## src/rtl/pulse_stretcher_if.sv

```systemverilog
// Trigger/status bundle for pulse_stretcher: the controller drives trigger,
// the stretcher returns the stretched level and its queue status.
interface pulse_stretcher_if #(
  parameter int MAX_PENDING = 3
);
  localparam int PW = $clog2(MAX_PENDING + 1);

  logic          trigger;
  logic          out;
  logic          busy;
  logic [PW-1:0] pending;
  logic          drop;

  modport master (output trigger, input out, busy, pending, drop);
  modport slave  (input trigger, output out, busy, pending, drop);
endinterface

```

## src/rtl/pulse_stretcher.sv

```systemverilog
// Stretches single-cycle events into HOLD_CYC-long highs separated by GAP_CYC lows.
// Define PULSE_STRETCHER_QUEUE_EN to queue (rather than drop) triggers seen while busy.
module pulse_stretcher #(
  parameter int FREQ        = 100_000_000,
  parameter int HOLD_US     = 500,
  parameter int GAP_US      = 100,
  parameter int MAX_PENDING = 3
) (
  input  logic             clk,
  input  logic             rstn,
  pulse_stretcher_if.slave bus
);
  // 64-bit math: FREQ*HOLD_US overflows 32 bits at the default settings
  localparam longint HOLD_CYC_L = longint'(FREQ) * longint'(HOLD_US) / longint'(1_000_000);
  localparam longint GAP_CYC_L  = longint'(FREQ) * longint'(GAP_US)  / longint'(1_000_000);
  localparam int     HOLD_CYC   = int'(HOLD_CYC_L);
  localparam int     GAP_CYC    = int'(GAP_CYC_L);
  localparam int     MAX_CYC    = (HOLD_CYC > GAP_CYC) ? HOLD_CYC : GAP_CYC;
  localparam int     CW         = (MAX_CYC > 1) ? $clog2(MAX_CYC) : 1;
  localparam int     PW         = $clog2(MAX_PENDING + 1);

  localparam logic [CW-1:0] HOLD_LAST = CW'(HOLD_CYC - 1);
  localparam logic [CW-1:0] GAP_LAST  = (GAP_CYC > 0) ? CW'(GAP_CYC - 1) : '0;
  localparam bit            GAP_ZERO  = (GAP_CYC == 0);

  typedef enum logic [1:0] {S_IDLE, S_HOLD, S_GAP} state_t;

  state_t        r_state, w_state_nxt;
  logic [CW-1:0] r_cnt, w_cnt_nxt;
  logic          r_out, w_out_nxt;
  logic          r_busy;
  logic          r_drop, w_drop_nxt;
  logic [PW-1:0] r_pend, w_pend_nxt;
  logic          w_hold_end, w_gap_end, w_decide, w_queue, w_replay;

  always_ff @(posedge clk or negedge rstn) begin
    if (!rstn) begin
      r_state <= S_IDLE;
      r_cnt   <= '0;
      r_out   <= 1'b0;
      r_busy  <= 1'b0;
      r_drop  <= 1'b0;
      r_pend  <= '0;
    end else begin
      r_state <= w_state_nxt;
      r_cnt   <= w_cnt_nxt;
      r_out   <= w_out_nxt;
      r_busy  <= (w_state_nxt != S_IDLE);
      r_drop  <= w_drop_nxt;
      r_pend  <= w_pend_nxt;
    end
  end

  always_comb begin
    w_state_nxt = r_state;
    w_cnt_nxt   = r_cnt;
    w_out_nxt   = r_out;
    w_pend_nxt  = r_pend;
    w_drop_nxt  = 1'b0;
    w_hold_end  = (r_state == S_HOLD) && (r_cnt == HOLD_LAST);
    w_gap_end   = (r_state == S_GAP)  && (r_cnt == GAP_LAST);
    // With no gap, the end of HOLD is itself the replay decision point
    w_decide    = w_gap_end || (w_hold_end && GAP_ZERO);
    w_queue     = bus.trigger && (r_state != S_IDLE);
`ifdef PULSE_STRETCHER_QUEUE_EN
    // A trigger arriving on the decision cycle is replayed directly
    w_replay = w_decide && ((r_pend != '0) || w_queue);
    if (w_queue && !w_replay) begin
      if (r_pend == PW'(MAX_PENDING)) w_drop_nxt = 1'b1;
      else                            w_pend_nxt = r_pend + 1'b1;
    end else if (!w_queue && w_replay) begin
      w_pend_nxt = r_pend - 1'b1;
    end
`else
    w_replay   = 1'b0;
    w_drop_nxt = w_queue;
`endif
    case (r_state)
      S_IDLE: begin
        if (bus.trigger) begin
          w_state_nxt = S_HOLD;
          w_cnt_nxt   = '0;
          w_out_nxt   = 1'b1;
        end
      end
      S_HOLD: begin
        w_cnt_nxt = r_cnt + 1'b1;
        if (w_hold_end) begin
          w_cnt_nxt   = '0;
          w_out_nxt   = w_replay;
          w_state_nxt = w_replay ? S_HOLD : (GAP_ZERO ? S_IDLE : S_GAP);
        end
      end
      S_GAP: begin
        w_cnt_nxt = r_cnt + 1'b1;
        if (w_gap_end) begin
          w_cnt_nxt   = '0;
          w_out_nxt   = w_replay;
          w_state_nxt = w_replay ? S_HOLD : S_IDLE;
        end
      end
      default: begin
        w_state_nxt = S_IDLE;
        w_cnt_nxt   = '0;
        w_out_nxt   = 1'b0;
      end
    endcase
  end

  assign bus.out     = r_out;
  assign bus.busy    = r_busy;
  assign bus.pending = r_pend;
  assign bus.drop    = r_drop;
endmodule

```

## src/flat_wrapper.sv

```systemverilog
// flat-port wrapper written by rule: the top's interface ports become plain ports
module pulse_stretcher_flat 
#(
  parameter int FREQ        = 100_000_000,
  parameter int HOLD_US     = 500,
  parameter int GAP_US      = 100,
  parameter int MAX_PENDING = 3
)
  (clk, rstn, bus_trigger, bus_out, bus_busy, bus_pending, bus_drop);
  pulse_stretcher_if #(.MAX_PENDING(MAX_PENDING)) bus_i ();
  input  logic clk;
  input  logic rstn;
  input wire logic [$bits(bus_i.trigger)-1:0] bus_trigger;
  output wire logic [$bits(bus_i.out)-1:0] bus_out;
  output wire logic [$bits(bus_i.busy)-1:0] bus_busy;
  output wire logic [$bits(bus_i.pending)-1:0] bus_pending;
  output wire logic [$bits(bus_i.drop)-1:0] bus_drop;
  assign bus_i.trigger = bus_trigger;
  assign bus_out = bus_i.out;
  assign bus_busy = bus_i.busy;
  assign bus_pending = bus_i.pending;
  assign bus_drop = bus_i.drop;
  pulse_stretcher #(.FREQ(FREQ), .HOLD_US(HOLD_US), .GAP_US(GAP_US), .MAX_PENDING(MAX_PENDING)) u_core (.clk(clk), .rstn(rstn), .bus(bus_i));
endmodule
```

## config.mk

```make
export PLATFORM = sky130hd
export DESIGN_NAME = pulse_stretcher_flat
export DESIGN_NICKNAME = d
export VERILOG_FILES = /design/src/rtl/pulse_stretcher_if.sv /design/src/rtl/pulse_stretcher.sv /design/src/flat_wrapper.sv
export SDC_FILE = /design/constraint.sdc
export NUM_CORES = 1
export LEC_CHECK = 0
export CAP_MARGIN = 30
export CORE_ASPECT_RATIO = 0.8
export CORE_MARGIN = 1
export CORE_UTILIZATION = 27
export CTS_CLUSTER_DIAMETER = 80
export CTS_CLUSTER_SIZE = 16
export DETAILED_ROUTE_END_ITERATION = 16
export RECOVER_POWER = 100
export SKIP_LAST_GASP = 1
export SYNTH_ARGS = -nofsm -noshare
export SYNTH_HDL_FRONTEND = slang
export SYNTH_SLANG_ARGS = --single-unit
```

## constraint.sdc

```tcl
create_clock -name clk -period 2.5 [get_ports clk]
set_clock_uncertainty 0.2 [all_clocks]
set_input_delay 0.375 -clock clk [delete_from_list [all_inputs] [get_ports clk]]
set_output_delay 0.375 -clock clk [all_outputs]
set_load 0.03 [all_outputs]
```

==> results_dict.tcl, run 1 <==
set metrics [dict create \
    r2r_end "u_core.r_cnt[2]$_DFFE_PN0P_" \
    setup_viol 0 \
    synthFlopType "dfrtp_1" \
    synth-simple-area-share_pct 29.37 \
    critPathRequiredTime_ns 2.44 \
    fp.dieW_um 77.50 \
    worstReg2RegStart "u_core.r_cnt[0]$_DFFE_PN0P_" \
    post_cts_buffers 0 \
    synth_cell_types 40 \
    first_global_vias 926 \
    cts_root_buf "clkbuf_8" \
    fp.dieH_um 62.40 \
    synth_cells 126 \
    yosys_warnings 0 \
    drc_errors 0 \
    synthArstFlopShare_pct 100.0 \
    wirelength_mm 2.342 \
    n_antenna_cell 0 \
    hold_class "reg2reg" \
    grt_pass1_wl_mm 4.160 \
    core_um2 4283 \
    internal_power_w 0.0006174 \
    port_buffers 5 \
    drive_gt1_share_pct 8.148 \
    fmax_mhz 444.3 \
    synth_edf_count 0 \
    slew_violations 0 \
    switching_power_w 0.0003583 \
    htree_levels 1 \
    p_leak_nw 0.5621 \
    die_area_um2 4836 \
    num_rows 21 \
    slew_headroom_pct 25.12 \
    synth_top_family_by_area "simple AND/OR/NAND/NOR gates" \
    hold_end "u_core.bus.out$_DFFE_PN0P_" \
    yosysMostFrequentCell "dfrtp_1" \
    synth-compound-area-share_pct 9.959 \
    vias 916 \
    numCtsBuffers 3 \
    finalPower_w 0.0009757 \
    worst-path-max-fanout 5 \
    synth_xor_area_share_pct 6.402 \
    fin_ws_ns 0.2492 \
    syn2layout_area_growth_pct 10.37 \
    tightest_slew_ns 1.123 \
    grt.total_usage_pct 10.92 \
    hold_path.startpoint "u_core.bus.out$_DFFE_PN0P_" \
    synth_top_cell_by_area "dfrtp_1" \
    grt_overflow 0 \
    rsz0062_at_grt "false" \
    cts_max_path_buffers 2 \
    n_fill_cell 427 \
    finalNetCount 144 \
    clkPwrFrac_pct 22.3 \
    finalHoldViolCount 0 \
    regToRegSetupSlack_ns 0.25 \
    antenna_found_initial 0 \
    wire_per_inst_um 12.20 \
    cts_resized 0 \
    yosys_register_bits 21 \
    cts_hold_buf 0 \
    hpwl_mm 1.762 \
    swShare_pct 36.72 \
    maxCapViolations 0 \
    clock-sinks 21 \
    syn_area_um2 1231 \
    synth.avg_cell_area_um2 9.771 \
    netlist_top_cells_count "dfrtp_1 (21), nor2_1 (13), nand2_1 (10), inv_1 (9), nand3_1 (7)" \
    start_kind "flip-flop" \
    seq_area_frac_synth_pct 42.68 \
    crit_type "reg2reg" \
    powerDensity_nw_per_um2 718.1 \
    pre_cts_slack_ns 0.2510 \
    clock_latency_ns 0.26 \
    ir_drop_uv 230.4 \
    synth_fa_ha_area_share_pct 5.081 \
    reg2reg_depth 7 \
    avgViaCountPerCell 4.771 \
    cp.arrival_ns 2.19 \
    tritoncts "built" \
    gp_congestion 0.8205 \
    first_iter_violations 31 \
    seqPwrFrac_pct 41.2 \
    hold_depth 2 \
    drtAntennaViolNets 0 \
    initial_core_util_pct 28.75 \
    setup_tns_ns 0 \
    endpoint_kind "flip-flop" \
    grt_max_degree 22 \
    dr.pass1.iters 4 \
    pin_count 8 \
    finalCritPeriodShare_pct 90.03 \
    synth_top_area_share_pct 42.68 \
    post-route-min-period_ns 2.251 \
    run_status "completed" \
    synthMuxAreaShare_pct 0 \
    combPwrFrac_pct 36.5 \
    cts.clk_slew.worst_paths_ns 0.07 \
    ys_top_cells_by_area "dfrtp_1 (43%), ha_1 (5.1%), xnor2_1 (4.3%)" \
]
[flip-flops by register name (all words and copies together), names as in the netlist]
name and flops:
u_core.r_state 2, u_core.bus.drop 1, u_core.bus.busy 1, u_core.bus.out 1
u_core.r_cnt 16
[power by group through the flow]
| stage | Clock (W) | Sequential (W) | Combinational, W |
|---|---|---|---|
| 6_report | 0.000218 | 0.000402 | 0.000356 |
| 5_1_grt | 0.000245 | 0.000408 | 0.000393 |
| 4_1_cts | 0.000228 | 0.000404 | 0.000390 |
| 3_5_place_dp | 0 | 0.000411 | 0.000387 |
| 3_3_place_gp | 0 | 0.000409 | 0.000378 |
| 2_1_floorplan | 0 | 0.000449 | 0.000245 |
[critical path: stages (launching register included)]
cell	delay, ns
dfrtp_1	0.38
ha_1	0.22
and4b_1	0.30
nand4_1	0.20
a32o_1	0.38
clkbuf_2	0.21
a21oi_2	0.16
o22ai_1	0.09
[how the worst max path moves through the flow]
stage,startpoint,endpoint,cells past startpoint
global placement,bus_trigger,u_core.r_cnt[15]$_DFFE_PN0P_,6
finish,u_core.r_cnt[0]$_DFFE_PN0P_,u_core.r_cnt[2]$_DFFE_PN0P_,7
detailed placement,bus_trigger,u_core.r_cnt[15]$_DFFE_PN0P_,6
CTS,u_core.r_cnt[0]$_DFFE_PN0P_,u_core.r_cnt[2]$_DFFE_PN0P_,7
floorplan,u_core.r_state[1]$_DFF_PN0_,u_core.r_cnt[14]$_DFFE_PN0P_,7
global route,u_core.r_cnt[0]$_DFFE_PN0P_,u_core.r_cnt[4]$_DFFE_PN0P_,7
[stage by stage]
stage               cells  area, µm²  utilization, %  hold slack (ns)
finish                192       1359           31.73           0.3084
global route          192       1359           31.73           0.3536
CTS                   192       1390           32.46           0.2705
detailed placement    188       1344           31.38           0.2940
global placement      188       1344           31.38           0.2796
floorplan             127       1235               -          -0.1206
[kinds of logic (layout without fill, tap and decap cells)]
kind of cell / Yosys count / count (layout)
other cells: 1 / 2
fa+ha+maj: 5 / 5
flops: 21 / 21
buf+inv: 14 / 22
simple gates: 60 / 60
compound gates: 16 / 16
xor+xnor: 9 / 9
[cells in the final DEF (no fill, tap or decap), types with 4 or more instances in the layout]
cell type	synthesis	routed
nor3_1	4	4
xnor2_1	6	6
o21ai_0	4	4
nand4_1	3	4
nor2_1	13	13
ha_1	5	5
nand3_1	7	7
dfrtp_1	21	21
nand2_1	10	11
dlygate4sd3_1	0	4
inv_1	9	9
[layer usage]
metal  wire length, µm  share of wire [%]  vias to the layer above  global-route usage [%]
li1                  -                  -                      459                       -
met1              1134                 48                      435                   13.71
met2              1061                 45                       20                   17.04
met3               112                4.8                        2                   3.212
met4                34                1.5                        0                   5.425
met5                 0                  0                        -                       0
[layout make-up]
class / count / area [µm²] / area share [%]
Timing Repair Buffer: 9 / 73.82 / 5.433
Clock inverter: 1 / 5.005 / 0.3683
Sequential cell: 21 / 525.5 / 38.67
Multi-Input combinational cell: 92 / 608.1 / 44.75
Clock buffer: 3 / 41.29 / 3.039
Tap cell: 57 / 71.32 / 5.249
Inverter: 9 / 33.78 / 2.486
(Power assumes the default switching activity.)
==> run 2, diff against run 1 <==
--- a/config.mk
+++ b/config.mk
@@ -8,10 +8,12 @@
 export CAP_MARGIN = 30
 export CORE_ASPECT_RATIO = 0.8
 export CORE_MARGIN = 1
-export CORE_UTILIZATION = 27
+export CORE_UTILIZATION = 55
 export CTS_CLUSTER_DIAMETER = 80
 export CTS_CLUSTER_SIZE = 16
 export DETAILED_ROUTE_END_ITERATION = 16
+export HOLD_SLACK_MARGIN = 0.06
+export PLACE_DENSITY = 0.75
 export RECOVER_POWER = 100
 export SKIP_LAST_GASP = 1
 export SYNTH_ARGS = -nofsm -noshare
==> run 2 against run 1 <==
Effect of this change:
- via count increased by 1.4%
- clock power down 25%
- first-iteration DRC count fell by 3.2%
- worst hold slack about the same
- final cell count shrank 16%
- non-clock buffer count rose by 2
==> results_dict.tcl, run 2 (synthesized netlist as in run 1, its figures left out) <==
set metrics [dict create \
    hold_slack_ns 0.3081 \
    cts_hold_buf 0 \
    hold_class "reg2reg" \
    htree_levels 1 \
    start_kind "flip-flop" \
    initial_core_util_pct 61.65 \
    p_leak_nw 0.5564 \
    run_status "completed" \
    first_global_vias 832 \
    grt_pass1_wl_mm 3.850 \
    vias 929 \
    endpoint_kind "flip-flop" \
    crit_type "reg2reg" \
    fmax_mhz 440.1 \
    dr.pass1.iters 4 \
    cts_root_buf "clkbuf_4" \
    first_iter_violations 30 \
    tritoncts "built" \
    post_cts_buffers 0 \
    cp.arrival_ns 2.26 \
    critPathMaxStageDelay_ns 0.41 \
    finalCritPeriodShare_pct 90.90 \
    clock-sinks 21 \
    post-route-min-period_ns 2.272 \
    die_area_um2 2433 \
    finalNetCount 146 \
    cts_resized 0 \
    cts.clk_slew.worst_paths_ns 0.12 \
    grt.total_usage_pct 22.88 \
    largest-register "u_core.r_cnt" \
    fp.dieH_um 44.32 \
    hpwl_mm 1.702 \
    gp_congestion 0.9547 \
    tightest_slew_ns 1.079 \
    clock_latency_ns 0.31 \
    drive_gt1_share_pct 9.489 \
    cts_max_path_buffers 2 \
    path_cells "ha_1 > and4b_1 > nand4_1 > a32o_1 > buf_4 > nor2_4 > nor2_1" \
    reg.largest.list "u_core.r_cnt x16, u_core.r_state x2" \
    worst-path-max-fanout 9 \
    stdcell_area_um2 1310 \
    mostFrequentLayoutCell "dfrtp_1" \
    avgViaCountPerCell 5.770 \
    pin_count 8 \
    finalHoldViolCount 0 \
    setup_tns_ns 0 \
    regToRegSetupSlack_ns 0.23 \
    num_rows 14 \
    setup_viol 0 \
    rsz0062_at_grt "false" \
    n_antenna_cell 0 \
    powerDensity_nw_per_um2 708.0 \
    layout_common_cells "dfrtp_1 (21), nor2_1 (13), nand2_1 (11), inv_1 (9), nand3_1 (7)" \
    ir_drop_uv 447.0 \
    slew_headroom_pct 28.07 \
    antenna_found_initial 0 \
    grt_overflow 0 \
    numCtsBuffers 3 \
    grt_max_degree 22 \
    fp.dieW_um 54.90 \
    port_buffers 5 \
    wirelength_mm 2.321 \
    placed_area_um2 1318 \
    wire_per_inst_um 14.42 \
    drc_errors 0 \
    largest_register_ffs 16 \
    slew_violations 0 \
    syn2layout_area_growth_pct 6.403 \
    slowest_stage "dfrtp_1" \
    critPathRequiredTime_ns 2.49 \
    drtAntennaViolNets 0 \
    maxCapViolations 0 \
    n_fill_cell 166 \
    core_um2 1997 \
]
run 2: per-stage QoR:
step | total power, W | utilization [%] | setup slack (ns) | cells
detailed placement | 0.0008039 | 65.98 | 0.3023 | 157
global placement | 0.0008006 | 65.98 | 0.3575 | 157
floorplan | 0.0006934 | - | 0.4840 | 127
CTS | 0.0009729 | 67.29 | 0.2823 | 161
global route | 0.0009919 | 65.60 | 0.08238 | 161
finish | 0.0009275 | 65.60 | 0.2276 | 161
run 2: where the power goes:
group          internal [W]  switching (W)  total, W
Sequential         0.000378      0.0000252  0.000403
Clock             0.0000623       0.000102  0.000164
Combinational      0.000141       0.000219  0.000360
Total              0.000581       0.000346  0.000927
run 2: cell type report:
type,count,area [µm²],area share (%)
clock buffer,4,26.28,2.006
inverter,9,33.78,2.579
multi-input combinational,92,603.1,46.04
sequential,21,525.5,40.11
tap,24,30.03,2.292
timing repair buffer,11,91.34,6.972
run 2: routing by layer:
metal	up-vias	track usage, %	part of all wire (%)	routed length (µm)
li1	462	-	-	-
met1	423	34.07	49	1144
met2	38	29.88	43	1004
met3	6	8.591	6.2	145
met4	0	8.500	1.2	27
met5	-	0	0	0
run 2: path summary, 6_finish.rpt:
path                                        startpoint                            to  cells past startpoint
max in group asynchronous                         rstn  u_core.r_cnt[13]$_DFFE_PN0P_                      2
min                         u_core.bus.out$_DFFE_PN0P_    u_core.bus.out$_DFFE_PN0P_                      2
min reg2reg                 u_core.bus.out$_DFFE_PN0P_    u_core.bus.out$_DFFE_PN0P_                      2
max reg2reg                u_core.r_cnt[0]$_DFFE_PN0P_  u_core.r_cnt[13]$_DFFE_PN0P_                      7
max                        u_core.r_cnt[0]$_DFFE_PN0P_  u_core.r_cnt[13]$_DFFE_PN0P_                      7
min in group asynchronous                         rstn   u_core.r_cnt[1]$_DFFE_PN0P_                      2
run 2: worst max-delay path, delay by kind of cell (launching register included):
family          cells  cell delay, ns
simple gates        4            0.77
buf+inv             1            0.19
compound gates      1            0.36
flops               1            0.41
fa+ha+maj           1            0.24
==> run 3, diff against run 2 <==
--- a/config.mk
+++ b/config.mk
@@ -7,7 +7,6 @@
 export LEC_CHECK = 0
 export CAP_MARGIN = 30
 export CORE_ASPECT_RATIO = 0.8
-export CORE_MARGIN = 1
 export CORE_UTILIZATION = 55
 export CTS_CLUSTER_DIAMETER = 80
 export CTS_CLUSTER_SIZE = 16
==> results of run 3 <==
The final DEF is identical to that of run 2; final timing and power are the same.
